**src/rtl/hdmi_timing_pkg.sv**
```systemverilog
// Shared 640x480@60 raster constants for the HDMI path and the graphics top
// that consumes its coordinates.
package hdmi_timing_pkg;

  // Default 640x480@60 timing, pixels / lines
  localparam int DEF_H_ACTIVE = 640;
  localparam int DEF_H_FP     = 16;
  localparam int DEF_H_SYNC   = 96;
  localparam int DEF_H_BP     = 48;
  localparam int DEF_V_ACTIVE = 480;
  localparam int DEF_V_FP     = 10;
  localparam int DEF_V_SYNC   = 2;
  localparam int DEF_V_BP     = 33;

  localparam int H_TOTAL = DEF_H_ACTIVE + DEF_H_FP + DEF_H_SYNC + DEF_H_BP;
  localparam int V_TOTAL = DEF_V_ACTIVE + DEF_V_FP + DEF_V_SYNC + DEF_V_BP;

  // Coordinate width; 10 bits covers totals up to 1024
  localparam int COORD_W = 10;

  // Border-frame coordinates used by the graphics top (outer/inner edges)
  localparam int BRD_X_OUT_L = 150;
  localparam int BRD_X_IN_L  = 160;
  localparam int BRD_X_IN_R  = 480;
  localparam int BRD_X_OUT_R = 490;
  localparam int BRD_Y_OUT_T = 110;
  localparam int BRD_Y_IN_T  = 120;
  localparam int BRD_Y_IN_B  = 360;
  localparam int BRD_Y_OUT_B = 370;

  // Half-open window test lo <= v < hi
  function automatic logic in_window(input int v, input int lo, input int hi);
    return (v >= lo) && (v < hi);
  endfunction

endpackage

```
**src/rtl/hdmi_timing_gen_pixel_tick_div.sv**
```systemverilog
// Pixel-enable divider: div_cnt runs 0..CLK_DIV-1 and p_tick is registered
// so that it is high in the same cycle that div_cnt sits at CLK_DIV-1.
module pixel_tick_div #(
  parameter int CLK_DIV = 1
) (
  input  logic clk,
  input  logic reset,
  output logic p_tick
);

  localparam int CW = 4;

  if (CLK_DIV < 1 || CLK_DIV > 16) begin : g_bad_div
    $error("pixel_tick_div: CLK_DIV must be in 1..16");
  end

  logic [CW-1:0] div_cnt;
  logic [CW-1:0] div_nxt;

  // Next divider count, wrapping at CLK_DIV-1
  always_comb begin
    div_nxt = (div_cnt == CW'(CLK_DIV - 1)) ? '0 : div_cnt + CW'(1);
  end

  // Divider state and strobe, decoded from the next count so it stays aligned
  always_ff @(posedge clk or negedge reset) begin
    if (!reset) begin
      div_cnt <= '0;
      p_tick  <= 1'b0;
    end else begin
      div_cnt <= div_nxt;
      p_tick  <= (div_nxt == CW'(CLK_DIV - 1));
    end
  end

endmodule

```
**src/rtl/hdmi_timing_gen.sv**
```systemverilog
// Raster timing generator for the 640x480@60 HDMI/VGA path. One x/y counter
// pair feeds every pixel consumer. Syncs and video_on are decoded from the
// next-state counters so they line up with hdmi_pix_x/hdmi_pix_y.
// Build option: HDMI_TIMING_PIPE_EN adds one register stage on hsync, vsync
// and video_on for consumers that register rgb one cycle after decoding.
module hdmi_timing_gen
  import hdmi_timing_pkg::*;
#(
  parameter int CLK_DIV  = 1,
  parameter int H_ACTIVE = DEF_H_ACTIVE,
  parameter int H_FP     = DEF_H_FP,
  parameter int H_SYNC   = DEF_H_SYNC,
  parameter int H_BP     = DEF_H_BP,
  parameter int V_ACTIVE = DEF_V_ACTIVE,
  parameter int V_FP     = DEF_V_FP,
  parameter int V_SYNC   = DEF_V_SYNC,
  parameter int V_BP     = DEF_V_BP,
  parameter int SYNC_NEG = 1
) (
  input  logic               clk,
  input  logic               reset,
  output logic               p_tick,
  output logic [COORD_W-1:0] hdmi_pix_x,
  output logic [COORD_W-1:0] hdmi_pix_y,
  output logic               hsync,
  output logic               vsync,
  output logic               video_on,
  output logic               line_start,
  output logic               frame_start,
  output logic [7:0]         frame_cnt
);

  localparam int   H_TOT     = H_ACTIVE + H_FP + H_SYNC + H_BP;
  localparam int   V_TOT     = V_ACTIVE + V_FP + V_SYNC + V_BP;
  localparam int   HS_BEG    = H_ACTIVE + H_FP;
  localparam int   HS_END    = HS_BEG + H_SYNC;
  localparam int   VS_BEG    = V_ACTIVE + V_FP;
  localparam int   VS_END    = VS_BEG + V_SYNC;
  localparam logic SYNC_IDLE = (SYNC_NEG != 0);

  if (H_TOT > 1024 || V_TOT > 1024) begin : g_bad_total
    $error("hdmi_timing_gen: H_TOTAL and V_TOTAL must be <= 1024");
  end

  pixel_tick_div #(
    .CLK_DIV (CLK_DIV)
  ) u_tick (
    .clk    (clk),
    .reset  (reset),
    .p_tick (p_tick)
  );

  logic [COORD_W-1:0] x_nxt;
  logic [COORD_W-1:0] y_nxt;
  logic               x_wrap;
  logic               y_wrap;
  logic               hs_act;
  logic               vs_act;
  logic               vid_nxt;
  logic               hsync_p0;
  logic               vsync_p0;
  logic               video_on_p0;

  // Next-state coordinates and the decodes taken from them
  always_comb begin
    x_wrap = (hdmi_pix_x == COORD_W'(H_TOT - 1));
    y_wrap = (hdmi_pix_y == COORD_W'(V_TOT - 1));
    x_nxt  = hdmi_pix_x;
    y_nxt  = hdmi_pix_y;
    if (p_tick) begin
      x_nxt = x_wrap ? '0 : hdmi_pix_x + COORD_W'(1);
      if (x_wrap) begin
        y_nxt = y_wrap ? '0 : hdmi_pix_y + COORD_W'(1);
      end
    end
    hs_act  = in_window(int'(x_nxt), HS_BEG, HS_END);
    vs_act  = in_window(int'(y_nxt), VS_BEG, VS_END);
    vid_nxt = (int'(x_nxt) < H_ACTIVE) && (int'(y_nxt) < V_ACTIVE);
  end

  // Counters, wrap pulses and frame count; pulses share the edge that loads 0
  always_ff @(posedge clk or negedge reset) begin
    if (!reset) begin
      hdmi_pix_x  <= '0;
      hdmi_pix_y  <= '0;
      line_start  <= 1'b0;
      frame_start <= 1'b0;
      frame_cnt   <= '0;
    end else begin
      hdmi_pix_x  <= x_nxt;
      hdmi_pix_y  <= y_nxt;
      line_start  <= p_tick && x_wrap;
      frame_start <= p_tick && x_wrap && y_wrap;
      if (p_tick && x_wrap && y_wrap) begin
        frame_cnt <= frame_cnt + 8'd1;
      end
    end
  end

  // ---- stage p0: decode registered alongside the coordinates ----
  // Sync and blanking decode at the configured polarity
  always_ff @(posedge clk or negedge reset) begin
    if (!reset) begin
      hsync_p0    <= SYNC_IDLE;
      vsync_p0    <= SYNC_IDLE;
      video_on_p0 <= 1'b0;
    end else begin
      hsync_p0    <= hs_act ^ SYNC_IDLE;
      vsync_p0    <= vs_act ^ SYNC_IDLE;
      video_on_p0 <= vid_nxt;
    end
  end

`ifdef HDMI_TIMING_PIPE_EN
  logic hsync_p1;
  logic vsync_p1;
  logic video_on_p1;

  // ---- stage p1: decode delayed one clk behind the coordinates ----
  // Extra stage to match a consumer that registers rgb after decoding
  always_ff @(posedge clk or negedge reset) begin
    if (!reset) begin
      hsync_p1    <= SYNC_IDLE;
      vsync_p1    <= SYNC_IDLE;
      video_on_p1 <= 1'b0;
    end else begin
      hsync_p1    <= hsync_p0;
      vsync_p1    <= vsync_p0;
      video_on_p1 <= video_on_p0;
    end
  end

  assign hsync    = hsync_p1;
  assign vsync    = vsync_p1;
  assign video_on = video_on_p1;
`else
  assign hsync    = hsync_p0;
  assign vsync    = vsync_p0;
  assign video_on = video_on_p0;
`endif

endmodule

```
**config.mk**
```make
export PLATFORM = sky130hd
export DESIGN_NAME = hdmi_timing_gen
export DESIGN_NICKNAME = d
export VERILOG_FILES = /design/src/rtl/hdmi_timing_pkg.sv /design/src/rtl/hdmi_timing_gen_pixel_tick_div.sv /design/src/rtl/hdmi_timing_gen.sv
export SDC_FILE = /design/constraint.sdc
export NUM_CORES = 1
export LEC_CHECK = 0
export ABC_AREA = 1
export CORE_UTILIZATION = 41
export CTS_BUF_LIST = sky130_fd_sc_hd__clkbuf_4
export CTS_CLUSTER_DIAMETER = 100
export DETAILED_ROUTE_END_ITERATION = 8
export PLACE_DENSITY = 0.62
export SLEW_MARGIN = 30
export SYNTH_ARGS = -nofsm -noshare
export SYNTH_HDL_FRONTEND = slang
export SYNTH_SLANG_ARGS = --single-unit
export TNS_END_PERCENT = 10
```
**constraint.sdc**
```tcl
create_clock -name clk -period 2.9 [get_ports clk]
set_input_delay 0.725 -clock clk [delete_from_list [all_inputs] [get_ports clk]]
set_output_delay 0.725 -clock clk [all_outputs]
set_load 0.03 [all_outputs]
```
After elaboration in Yosys (flattened, before gate mapping)
Cells that the tools add are included.
{ "op_classes": {"n_addsub": 4, "n_mul": 0, "n_div": 0, "magnitude_cmp": 6, "n_eq_ne": 2, "shifts": 0, "n_mux": 6, "bitwise_logic": 2, "reduce_logical": 7} }
{ "op_table": {"columns": ["op", "n"], "rows": [
  ["$mux W10", 5],
  ["$add A10 B1 Y10 const B", 2],
  ["$eq A10 B10 Y1 const B", 2],
  ["$lt A10 B10 Y1 const B", 2],
  ["$lt A10 B9 Y1 const B", 2],
  ["$ge A10 B10 Y1 const B", 1],
  ["$ge A10 B9 Y1 const B", 1],
  ["$add A8 B1 Y8 const B", 1],
  ["$logic_not A4 Y1", 2],
  ["$logic_and A1 B1 Y1", 5],
  ["$add A4 B1 Y4 const B", 1],
  ["$mux W4", 1],
  ["$not A1 Y1", 2]
]} }
{ "word_totals": {"reg_bits": 38, "latchBits": 0, "ram_bits": 0, "rom_bits": 0, "elab_cells": 37, "n_memories": 0} }

Logic depth before layout (Yosys ltp)
{ "logic_depth": {"word_depth": 7, "mapped_depth": 14, "depth_no_buf": 14} }

Modules after synthesis
A second synthesis with hierarchy kept.
{ "unflattened": {"hier_cells": 276, "area_unflattened_um2": 2174.6} }
{ "modules_own_cells": {"columns": ["mod", "n_inst", "cells_each", "area_each_um2", "seq_area_each_um2"], "rows": [
  ["hdmi_timing_gen", 1, 247, 1931.9, 828.3],
  ["pixel_tick_div", 1, 29, 242.7, 125.1]
]} }

Worst setup path before layout
No wires, ideal clock.
{ "synth_timing": {"path_type": "register to register", "from": "register hdmi_pix_x[0]", "to": "register hsync_p0, in the netlist hsync", "arrival_ns": 1.831, "t_required_ns": 2.823, "setup_slack_ns": 0.992, "stages_incl_launch_ff": 10, "n_path_buf": 0, "period_less_slack_ns": 1.908, "path_cell_list": "dfrtp_1 -> ha_1 -> nand2_1 -> nor2_4 -> nand4_1 -> or2_4 -> xor2_1 -> o21ai_0 -> nor2_1 -> nand2_1"} }
{ "synth_via": {"elab_chain_len": 6} }
{ "synth_lines": {"columns": ["element", "line_no", "source"], "rows": [
  ["from (decl)", "hdmi_timing_gen.sv:23", "output logic [COORD_W-1:0] hdmi_pix_x,"],
  ["from (signal assigned)", "hdmi_timing_gen.sv:90", "hdmi_pix_x <= x_nxt;"],
  ["$add A10 B1 Y10 or $eq A10 B10 Y1 (tied branches)", "hdmi_timing_gen.sv:71, hdmi_timing_gen.sv:66", null],
  ["$mux W10", "hdmi_timing_gen.sv:71", "x_nxt = x_wrap ? '0 : hdmi_pix_x + COORD_W'(1);"],
  ["$mux W10 (*)", "hdmi_timing_gen.sv:70", "if (p_tick) begin"],
  ["$ge A10 B10 Y1 or $lt A10 B10 Y1 (tied branches)", "hdmi_timing_pkg.sv:33", "return (v >= lo) && (v < hi);"],
  ["$logic_and A1 B1 Y1 (*)", "hdmi_timing_pkg.sv:33", null],
  ["$not A1 Y1 (no line) (*)", null, null],
  ["to (signal assigned)", "hdmi_timing_gen.sv:108", "hsync_p0 <= hs_act ^ SYNC_IDLE;"],
  ["to (decl)", "hdmi_timing_gen.sv:60", "logic hsync_p0;"]
]} }
Mark *: on every way between the ends. The rest lies on a longest branch, timed or not.
A chain may end at the register's enable or synchronous reset.

Final worst setup path
{ "layout_timing": {"from": "register u_tick.p_tick", "to": "output port p_tick"} }
{ "layout_lines": {"columns": ["element", "line_no", "source"], "rows": [
  ["from (decl)", "hdmi_timing_gen_pixel_tick_div.sv:8", "output logic p_tick"],
  ["from (signal assigned)", "hdmi_timing_gen_pixel_tick_div.sv:32", "p_tick <= (div_nxt == CW'(CLK_DIV - 1));"],
  ["to (decl)", "hdmi_timing_gen.sv:22", "output logic p_tick,"]
]} }
No word-level cell between the ends.

==> summary.txt <==
Floorplan
  – Core area: 4820 um2
  – Die Ht: 73.5 um
  – Std cell rows: 25
  – DIE WIDTH: 73.5 um
  – Initial Utilization: 0.435
  – Die area: 5400 um2
  – I/O pin total: 36

Pwr
  – Power per cell area: 316 nW/um2
  – Combinational Power Share: 0.018
  – Leak: 1.26 nW
  – Maximum VDD drop: 0.000200 V
  – Sw Share: 0.228
  – Reg power frac: 0.645
  – Int Pwr: 634 uW
  – Net load switching power: 187 uW
  – Clk network pwr share: 0.337

Synth
  – Synth cell types: 29
  – Gate count after technology mapping: 259
  – Netlist Area Pre-Place: 2100 um2
  – Net Count, Synth: 267
  – Synth Area per Inst: 8.09 um2
  – Sequential share of the synthesized area: 0.455
  – Yosys reg bits: 38
  – Warnings from Yosys: 0

Clock tree
  – Clock Tree Buf Depth: 2
  – Post-cts resize count: 0
  – Clock root buffer master: clkbuf_4
  – CTS clk-pin slew, worst paths: 0.12 ns
  – CTS tree: yes
  – Clk_lat worst skew: 0.35 ns
  – Hold_buf cts: 0
  – TritonCTS buffer count: 5
  – H-tree Lvls: 2
  – Setup bufs post-CTS: 0
  – Clk sink count: 38

Placement
  – Hpwl dp: 3.17 mm
  – IO buf count: 35
  – Placer Congestion: 0.821
  – Placed Instances: 360

Cells and area
  – Fillers: 472
  – Final nets: 309
  – Post-Layout Cell Count: 369
  – Total area of sequential cells: 953 um2
  – Most common cell after layout, fill and taps aside: nand2_1
  – Layout cell share with drive strength beyond 1: 0.106
  – # diodes: 0
  – Area Overhead vs Synth: 24.2%
  – Area of the multi-input gates: 958 um2
  – Most frequent cells in the layout: 58 x nand2_1, 44 x inv_1, 36 x dfrtp_1

Global routing
  – Largest net degree at the start of global routing: 39
  – First-pass GRT wire length: 7.22 mm
  – Initial antenna violation count: 0
  – Grt ovf: 0
  – GRT Total Usage: 0.179
  – Vias in the first global route: 1634

STA
  – Final Hold Vio Count: 0
  – RSZ-0062 raised after global routing: false
  – Fin crit period: 2.39 ns
  – Max Freq: 418 MHz
  – Final setup violation count: 0
  – Setup TNS: 0 ns
  – Final worst path period share: 0.825
  – Worst-Margin Slew: 0.420 ns
  – Clk_skew: 0.00921 ns
  – Slew margin rel.: 0.720
  – Max-slew violation count: 0

Critical path
  – Delay-heaviest family, CP: buffers and inverters
  – Crit start category: register
  – CP peak stage delay: 0.74 ns
  – CP Buf/Inv Count: 1
  – Worst-path cell chain: clkdlybuf4s50_1
  – Req. time, crit path: 2.17 ns
  – CP arrival: 1.67 ns
  – Critical path fanouts, max: 12
  – CP Capture Type: output pin
  – Critical-path top delay cell: clkdlybuf4s50_1
  – Kind of critical path: reg -> out

Routing
  – Wire per inst: 11.4 um
  – Vias: 1744
  – Antenna viol nets, final: 0
  – Post-DR vias/cell: 4.73
  – DRT iter0 DRCs: 77
  – Drt pass-1 iters: 4
  – Post-route DRC: 0
  – Routed WL: 4.21 mm

Min path
  – Worst Hold Class: in -> async

Flow run
  – Max Cap Violations: 0

Status
  – Outcome: completed
-- power by group through the flow --
stage / Clock [mW] / Combinational, mW / Sequential (mW)
floorplan: 0 / 0.000000590 / 0.540
CTS: 0.291 / 0.0113 / 0.530
global route: 0.308 / 0.0175 / 0.530
detailed placement: 0 / 0.0114 / 0.540
finish: 0.277 / 0.0150 / 0.530
global placement: 0 / 0.0112 / 0.540
-- kinds of logic (layout without fill, tap and decap cells) --
logic type	Yosys count	in the layout	share of synthesized area
flops	38	38	0.455
xor+xnor	13	13	0.0543
fa+ha+maj	6	6	0.0358
buf+inv	48	91	0.0878
simple gates	144	144	0.341
compound gates	10	10	0.0263
-- cell usage after synthesis (all sizes together) --
library cell  count  share of area
nand2            61           0.12
inv              46          0.082
dfrtp            36           0.43
nor2             36          0.082
nand3            25          0.072
nand4            10          0.030
xor2              7          0.029
ha                6          0.036
nor3              6          0.020
xnor2             6          0.025
o21ai             5          0.012
or2               4          0.013
a21oi             2         0.0048
a31oi             2         0.0060
dfstp             2          0.025
nor4              2         0.0090
buf               1         0.0036
clkbuf            1         0.0018
o21bai            1         0.0036
-- path summary, 6_finish.rpt --
check                                               from                  endpoint  slack (ns)  cells after the start
worst max-delay path             u_tick.p_tick$_DFF_PN0_                    p_tick        0.51                      1
worst min-delay path                               reset   hdmi_pix_y[6]$_DFF_PN0_        0.29                      1
worst max register to register   hdmi_pix_x[0]$_DFF_PN0_        video_on$_DFF_PN0_        0.97                     12
worst min register to register  frame_cnt[7]$_DFFE_PN0P_  frame_cnt[7]$_DFFE_PN0P_        0.47                      1
max in group asynchronous                          reset           vsync$_DFF_PN1_        2.08                      2
min in group clk                frame_cnt[7]$_DFFE_PN0P_  frame_cnt[7]$_DFFE_PN0P_        0.47                      1
-- routing by layer --
metal,up-vias,global-route usage,share of wire
met1,805,0.244,0.49
met3,6,0.0261,0.034
li1,896,-,-
met2,37,0.270,0.45
met4,0,0.103,0.021
met5,-,0,0
-- state kept, by name (all words and copies together), names as in the netlist --
| register | count |
|---|---|
| vsync | 1 |
| video_on | 1 |
| frame_start | 1 |
| hsync | 1 |
| hdmi_pix_x | 10 |
| line_start | 1 |
| u_tick.div_cnt | 4 |
| hdmi_pix_y | 10 |
| u_tick.p_tick | 1 |
| frame_cnt | 8 |
-- per-stage QoR --
stage | power [mW] | hold WS (ns) | util | instance area (um2) | worst slack, ns
3_3_place_gp | 0.551 | 0.461 | 0.523 | 2520 | 0.891
6_report | 0.822 | 0.286 | 0.540 | 2600 | 0.507
4_1_cts | 0.832 | 0.477 | 0.535 | 2570 | 0.489
2_1_floorplan | 0.540 | 0.429 | - | 2100 | 0.992
3_5_place_dp | 0.551 | 0.465 | 0.523 | 2520 | 0.890
5_1_grt | 0.856 | 0.290 | 0.540 | 2600 | 0.425
-- area by class of cell --
type,instances,area share
clock buffers,6,0.0173
clock inverters,2,0.00337
inverters,46,0.0663
multi-input cells,173,0.368
flip-flops and latches,38,0.366
well taps,67,0.0322
repair buffers,37,0.146
No activity file was read; power rests on OpenSTA's default activity.
